[config.mk]
export PLATFORM = sky130hd
export DESIGN_NAME = wb_dcache_mem_bridge
export DESIGN_NICKNAME = d
export VERILOG_FILES = /design/src/rtl/cache_defs.sv /design/src/rtl/wb_dcache_mem_bridge.sv
export SDC_FILE = /design/constraint.sdc
export NUM_CORES = 1
export LEC_CHECK = 0
export CAP_MARGIN = 20
export CORE_MARGIN = 2
export CORE_UTILIZATION = 60
export DETAILED_ROUTE_END_ITERATION = 6
export DONT_BUFFER_PORTS = 1
export GPL_ROUTABILITY_DRIVEN = 0
export GPL_TIMING_DRIVEN = 0
export PLACE_DENSITY_LB_ADDON = 0.15
export SYNTH_ARGS = -nofsm -noshare
export SYNTH_HDL_FRONTEND = slang
export SYNTH_SLANG_ARGS = --single-unit
[constraint.sdc]
create_clock -name clk_i -period 4.3 [get_ports clk_i]
set_input_delay 0.215 -clock clk_i [delete_from_list [all_inputs] [get_ports clk_i]]
set_output_delay 0.215 -clock clk_i [all_outputs]
set_load 0.1 [all_outputs]
[src/rtl/cache_defs.sv]
// Shared definitions for the write-back data cache and its memory-side bridge:
// default line/bus geometry and the bridge FSM state encoding.
package cache_defs;

    localparam int DCACHE_LINE_WIDTH = 128;
    localparam int DMEM_BUS_WIDTH    = 32;
    localparam int DMEM_ADDR_WIDTH   = 32;

    localparam int BEATS = DCACHE_LINE_WIDTH / DMEM_BUS_WIDTH;
    localparam int OFFS  = $clog2(DCACHE_LINE_WIDTH / 8);
    localparam int BSTEP = DMEM_BUS_WIDTH / 8;

    typedef enum logic [1:0] {
        IDLE  = 2'd0,
        BEAT  = 2'd1,
        DONE  = 2'd2,
        DRAIN = 2'd3
    } type_dmem_bridge_states_e;

endpackage

[src/rtl/wb_dcache_mem_bridge.sv]
// Splits one cache-line writeback/allocate into word beats on the data-memory
// bus and returns a single-cycle line ack carrying the assembled read line.
module wb_dcache_mem_bridge
    import cache_defs::*;
#(
    parameter int LINE_WIDTH = DCACHE_LINE_WIDTH,
    parameter int BUS_WIDTH  = DMEM_BUS_WIDTH,
    parameter int ADDR_WIDTH = DMEM_ADDR_WIDTH
) (
    input  logic                  clk_i,
    input  logic                  rst_ni,
    input  logic                  dcache2mem_req_i,
    input  logic                  dcache2mem_wr_i,
    input  logic [ADDR_WIDTH-1:0] dcache2mem_addr_i,
    input  logic [LINE_WIDTH-1:0] dcache2mem_wdata_i,
    output logic                  mem2dcache_ack_o,
    output logic [LINE_WIDTH-1:0] mem2dcache_rdata_o,
    output logic                  bus_req_o,
    output logic                  bus_we_o,
    output logic [ADDR_WIDTH-1:0] bus_addr_o,
    output logic [BUS_WIDTH-1:0]  bus_wdata_o,
    input  logic                  bus_ack_i,
    input  logic [BUS_WIDTH-1:0]  bus_rdata_i
);

    localparam int NBEATS = LINE_WIDTH / BUS_WIDTH;
    localparam int LOFFS  = $clog2(LINE_WIDTH / 8);
    localparam int LBSTEP = BUS_WIDTH / 8;
    localparam int CW     = (NBEATS > 1) ? $clog2(NBEATS) : 1;

    localparam logic [CW-1:0]         LAST_BEAT = CW'(NBEATS - 1);
    localparam logic [ADDR_WIDTH-1:0] OFFS_MASK = ADDR_WIDTH'((64'd1 << LOFFS) - 64'd1);

    type_dmem_bridge_states_e state_r;

    logic [CW-1:0]         cnt_r;
    logic [ADDR_WIDTH-1:0] base_r;
    logic                  wr_r;
    logic [LINE_WIDTH-1:0] line_buf_r;
    logic                  ack_r;
    logic [LINE_WIDTH-1:0] rdata_r;
    logic                  bus_req_r;
    logic                  bus_we_r;
    logic [ADDR_WIDTH-1:0] bus_addr_r;
    logic [BUS_WIDTH-1:0]  bus_wdata_r;

    logic [ADDR_WIDTH-1:0] base_in_s;
    logic [CW-1:0]         cnt_nxt_s;
    logic [ADDR_WIDTH-1:0] addr_nxt_s;
    logic [BUS_WIDTH-1:0]  wdata_nxt_s;
    logic [LINE_WIDTH-1:0] line_upd_s;

    // Next-beat address/data and the line buffer with the current read beat merged in
    always_comb begin
        base_in_s   = dcache2mem_addr_i & ~OFFS_MASK;
        cnt_nxt_s   = cnt_r + CW'(1'b1);
        addr_nxt_s  = base_r + (ADDR_WIDTH'(cnt_nxt_s) * ADDR_WIDTH'(LBSTEP));
        wdata_nxt_s = line_buf_r[cnt_nxt_s*BUS_WIDTH +: BUS_WIDTH];
        line_upd_s  = line_buf_r;
        line_upd_s[cnt_r*BUS_WIDTH +: BUS_WIDTH] = bus_rdata_i;
    end

    // Bridge FSM: beat counter, line buffer and all registered outputs
    always_ff @(posedge clk_i or negedge rst_ni) begin
        if (!rst_ni) begin
            state_r     <= IDLE;
            cnt_r       <= '0;
            base_r      <= '0;
            wr_r        <= 1'b0;
            line_buf_r  <= '0;
            ack_r       <= 1'b0;
            rdata_r     <= '0;
            bus_req_r   <= 1'b0;
            bus_we_r    <= 1'b0;
            bus_addr_r  <= '0;
            bus_wdata_r <= '0;
        end else begin
            ack_r <= 1'b0;
            case (state_r)
                IDLE: begin
                    if (dcache2mem_req_i) begin
                        base_r      <= base_in_s;
                        wr_r        <= dcache2mem_wr_i;
                        cnt_r       <= '0;
                        bus_req_r   <= 1'b1;
                        bus_we_r    <= dcache2mem_wr_i;
                        bus_addr_r  <= base_in_s;
                        state_r     <= BEAT;
                        if (dcache2mem_wr_i) begin
                            line_buf_r  <= dcache2mem_wdata_i;
                            bus_wdata_r <= dcache2mem_wdata_i[BUS_WIDTH-1:0];
                        end else begin
                            bus_wdata_r <= line_buf_r[BUS_WIDTH-1:0];
                        end
                    end
                end
                BEAT: begin
                    // A kill never withdraws a beat that the bus has not yet acked
                    if (!dcache2mem_req_i) begin
                        if (bus_ack_i) begin
                            state_r   <= IDLE;
                            bus_req_r <= 1'b0;
                            bus_we_r  <= 1'b0;
                        end else begin
                            state_r <= DRAIN;
                        end
                    end else if (bus_ack_i) begin
                        if (!wr_r) begin
                            line_buf_r <= line_upd_s;
                        end
                        if (cnt_r == LAST_BEAT) begin
                            state_r   <= DONE;
                            ack_r     <= 1'b1;
                            bus_req_r <= 1'b0;
                            bus_we_r  <= 1'b0;
                            if (!wr_r) begin
                                rdata_r <= line_upd_s;
                            end
                        end else begin
                            cnt_r       <= cnt_nxt_s;
                            bus_addr_r  <= addr_nxt_s;
                            bus_wdata_r <= wdata_nxt_s;
                        end
                    end
                end
                DONE: begin
                    state_r <= IDLE;
                end
                DRAIN: begin
                    if (bus_ack_i) begin
                        state_r   <= IDLE;
                        bus_req_r <= 1'b0;
                        bus_we_r  <= 1'b0;
                    end
                end
                default: begin
                    state_r   <= IDLE;
                    bus_req_r <= 1'b0;
                    bus_we_r  <= 1'b0;
                end
            endcase
        end
    end

    assign mem2dcache_ack_o   = ack_r;
    assign mem2dcache_rdata_o = rdata_r;
    assign bus_req_o          = bus_req_r;
    assign bus_we_o           = bus_we_r;
    assign bus_addr_o         = bus_addr_r;
    assign bus_wdata_o        = bus_wdata_r;

endmodule

==> impl_metrics.csv <==
group,metric,value,unit
yosys,synth_ff_type,"dfrtp_1",
floorplanning,die_y,182,um
yosys,synth_seq_cells,352,
global_route,grt_pass1_vias,16500,
clock_tree,post_cts_buffers,0,
yosys,yosysMostFrequentCell,"dfrtp_1",
floorplanning,rows,65,
clock_tree,cts_max_level,2,
yosys,synth.distinct_cells,43,
drt,wl,68.0,mm
drt,drtIter0Drc,2438,
finish,multi_input_area,9070,sq um
clock_tree,cts_buffers,40,
clock_tree,cts_hold_buf,151,
yosys,syn_area,19000,sq um
power_and_ir_drop,power_density,775,nW/um^2
global_route,grt_pass1_wl,101,mm
sta,fin_skew,15.4,ps
placement,io_buffers,0,
sta,period_minus_slack,3870,ps
finish,nets,1900,
critical_path,startpoint_type,"register",
sta,slew_viol_final,0,
finish,layout-drive-gt1-share,25.9,%
sta,final.setup.tns,0,ps
min_path,min_path_type,"input pin to asynchronous set/reset pin",
yosys,syn_avg_cell_area,12.6,sq um
drt,vias_per_cell,7.51,
placement,hpwl,46.0,mm
critical_path,crit_fanout,10,
global_route,grt.total_usage,40.4,%
finish,fill_cells,2213,
power_and_ir_drop,clockPowerShare,19.4,%
critical_path,rr_worst_depth,9,
sta,hold_violations,353,
critical_path,crit_type,"register to register",
yosys,synth_edf_count,0,
floorplanning,fp.coreArea,31400,sq um
critical_path,timing.rr.end,"line_buf_r[62]$_DFFE_PN0P_",
sta,setup_viol_count_final,0,
critical_path,endpoint_kind,"register",
yosys,ys_warn_count,0,
power_and_ir_drop,power_switching,8.48,mW
power_and_ir_drop,p_leak,9.28,nW
yosys,synth_top_area_share,46.4,%
drt,ant_nets,0,
floorplanning,initial_utilization,60.5,%
floorplanning,die_w,182,um
global_route,antenna_found_initial,6,
clock_tree,cts_num_sinks,352,
finish,final_util,71.0,%
clock_tree,clkSlewWorstSetupHoldPaths,60,ps
sta,fmax,258,MHz
yosys,async_flop_share,100,%
finish,seq_area,8810,sq um
floorplanning,dieArea,33100,sq um
sta,tightest_slew,1100,ps
outcome,violations,"hold timing",
power_and_ir_drop,p_int,8.79,mW
critical_path,crit_required,4770,ps
outcome,status,"finished, violations left",
finish,syn2layout_area_growth,17.3,%
drt,avgRoutedWirePerCell,31.9,um
sta,min_period_over_period,90.0,%
clock_tree,clk_path_buf_depth,3,
yosys,ys_seq_area_share,46.4,%
drt,vias,16000,
sta,whs,-615,ps
yosys,yosysTopAreaCell,"dfrtp_1",
sta,rsz0062_at_grt,"no",
critical_path,ff2ff_setup_slack,430,ps
power_and_ir_drop,seq_power_share,53.3,%
power_and_ir_drop,vdd_drop_max,0.000549,V
clock_tree,root_buffer,"clkbuf_16",
power_and_ir_drop,switching_share,49.1,%
global_route,grt_max_degree,353,
yosys,synthCells,1503,
power_and_ir_drop,pwr-share-comb,27.3,%
drt,first_pass_iters,6,
clock_tree,worstSkewPairLatency,530,ps
critical_path,r2r_start,"bus_addr_o[3]$_DFFE_PN0P_",
global_route,grt-ovfl-total,0,
run,maxCapViolCount,0,
clock_tree,cts_tree,"yes",
floorplanning,ioPinCount,392,
yosys,synth_area_leaders,"dfrtp_1 (46%), mux2_2 (16%), a22o_1 (6.0%)",
sta,relSlewSlack,26.4,%
yosys,synthTopCellsByCount,"dfrtp_1 (352), mux2_2 (264), a22o_1 (129)",
drt,drc,0,
critical_path,arrival,4340,ps
[cell families (layout without fill, tap and decap cells)]
kind of cell,after synthesis,count (layout),synth area share [%]
AOI/OAI and AO/OA,492,492,22.8
DFF,352,352,46.4
and+or+nand+nor,55,55,2.28
buffers and inverters,255,473,5.85
other,1,10,0.0198
muxes,342,342,22.2
adders and majority gates,6,6,0.395
[sequential cells by signal (all words and copies together), names as in the netlist]
signal	cells
state_r	2
bus_wdata_o	32
mem2dcache_ack_o	1
cnt_r	1
base_r	28
wr_r	1
bus_addr_o	29
bus_req_o	1
bus_we_o	1
mem2dcache_rdata_o	128
line_buf_r	128
[stage by stage]
| step | worst slack (ps) | instances | total power [mW] | hold WS [ps] | cell area (sq um) |
|---|---|---|---|---|---|
| after floorplan | 1060 | 1504 | 12.2 | -80.6 | 19000 |
| after global placement | 395 | 1906 | 13.5 | -70.6 | 19500 |
| final | 430 | 2132 | 17.3 | -615 | 22300 |
| after global routing | 249 | 2130 | 17.8 | -624 | 22300 |
| after CTS | 265 | 2124 | 17.1 | -615 | 22300 |
| after detailed placement | 393 | 1906 | 13.6 | -69.9 | 19500 |
[repair_timing]
action	in CTS	in global routing
hold endpoints to repair	533	352
endpoints found under the setup margin	0	1
resized for setup	0	1
[critical path, cell delays in order (launching register included)]
cell           delay (ps)
dfrtp_1              1070
inv_1                 280
ha_1                  360
buf_2                 210
and4b_1               210
buf_2                 250
clkbuf_1              490
a221oi_1              160
o2bb2ai_1             190
dlygate4sd3_1         580
[power groups by stage]
stage                     Combinational, mW  Clock, mW  Sequential [mW]
after CTS                              4.60       3.34             9.14
after detailed placement               4.44          0             9.18
after global placement                 4.31          0             9.14
after global routing                   4.99       3.50             9.32
final                                  4.72       3.35             9.20
after floorplan                        3.45          0             8.74
[worst max-delay path by stage]
stage	slack [ps]	startpoint	endpoint	cells after the start
after floorplan	1060	cnt_r[0]$_DFFE_PN0P_	bus_wdata_o[13]$_DFFE_PN0P_	9
after global placement	390	cnt_r[0]$_DFFE_PN0P_	bus_wdata_o[12]$_DFFE_PN0P_	9
after detailed placement	390	cnt_r[0]$_DFFE_PN0P_	bus_wdata_o[14]$_DFFE_PN0P_	9
after CTS	260	cnt_r[0]$_DFFE_PN0P_	line_buf_r[62]$_DFFE_PN0P_	11
after global routing	250	bus_addr_o[3]$_DFFE_PN0P_	line_buf_r[62]$_DFFE_PN0P_	9
final	430	bus_addr_o[3]$_DFFE_PN0P_	line_buf_r[62]$_DFFE_PN0P_	9
[layout by cell type, fill, tap and decap left out, drive strengths merged]
cell	instances
o2bb2ai	97
clkinvlp	1
clkinv	7
mux2i	32
dfrtp	352
conb	2
nor4bb	3
mux4	32
a32o	32
nand4b	1
a22oi	1
mux2	278
ha	6
inv	42
buf	116
a221oi	96
o22ai	1
or3	1
o211ai	1
nor3b	1
bufinv	2
and4b	1
nor2	4
nand2b	4
nand2	1
nor3	1
clkbuf	154
and3b	33
o21ai	5
a21oi	2
diode	8
a22o	129
nand3b	1
o221ai	96
nor2b	4
a32oi	32
dlygate4sd3	151
[layer usage]
metal	up-vias	track usage [%]	part of all wire (%)
met2	1232	62.2	45
met1	8085	52.0	37
met5	-	0	0
met4	0	19.1	5.2
met3	254	13.4	13
li1	6431	-	-
[layout make-up]
type,instances,area share (%)
diodes,8,0.0899
plain buffers,213,4.27
clock buffers,57,5.15
clock inverters,10,0.477
inverters,42,0.708
multi-input cells,897,40.7
flip-flops and latches,352,39.6
well taps,402,2.26
repair buffers,151,6.79
Power figures use the tool's default switching activity.
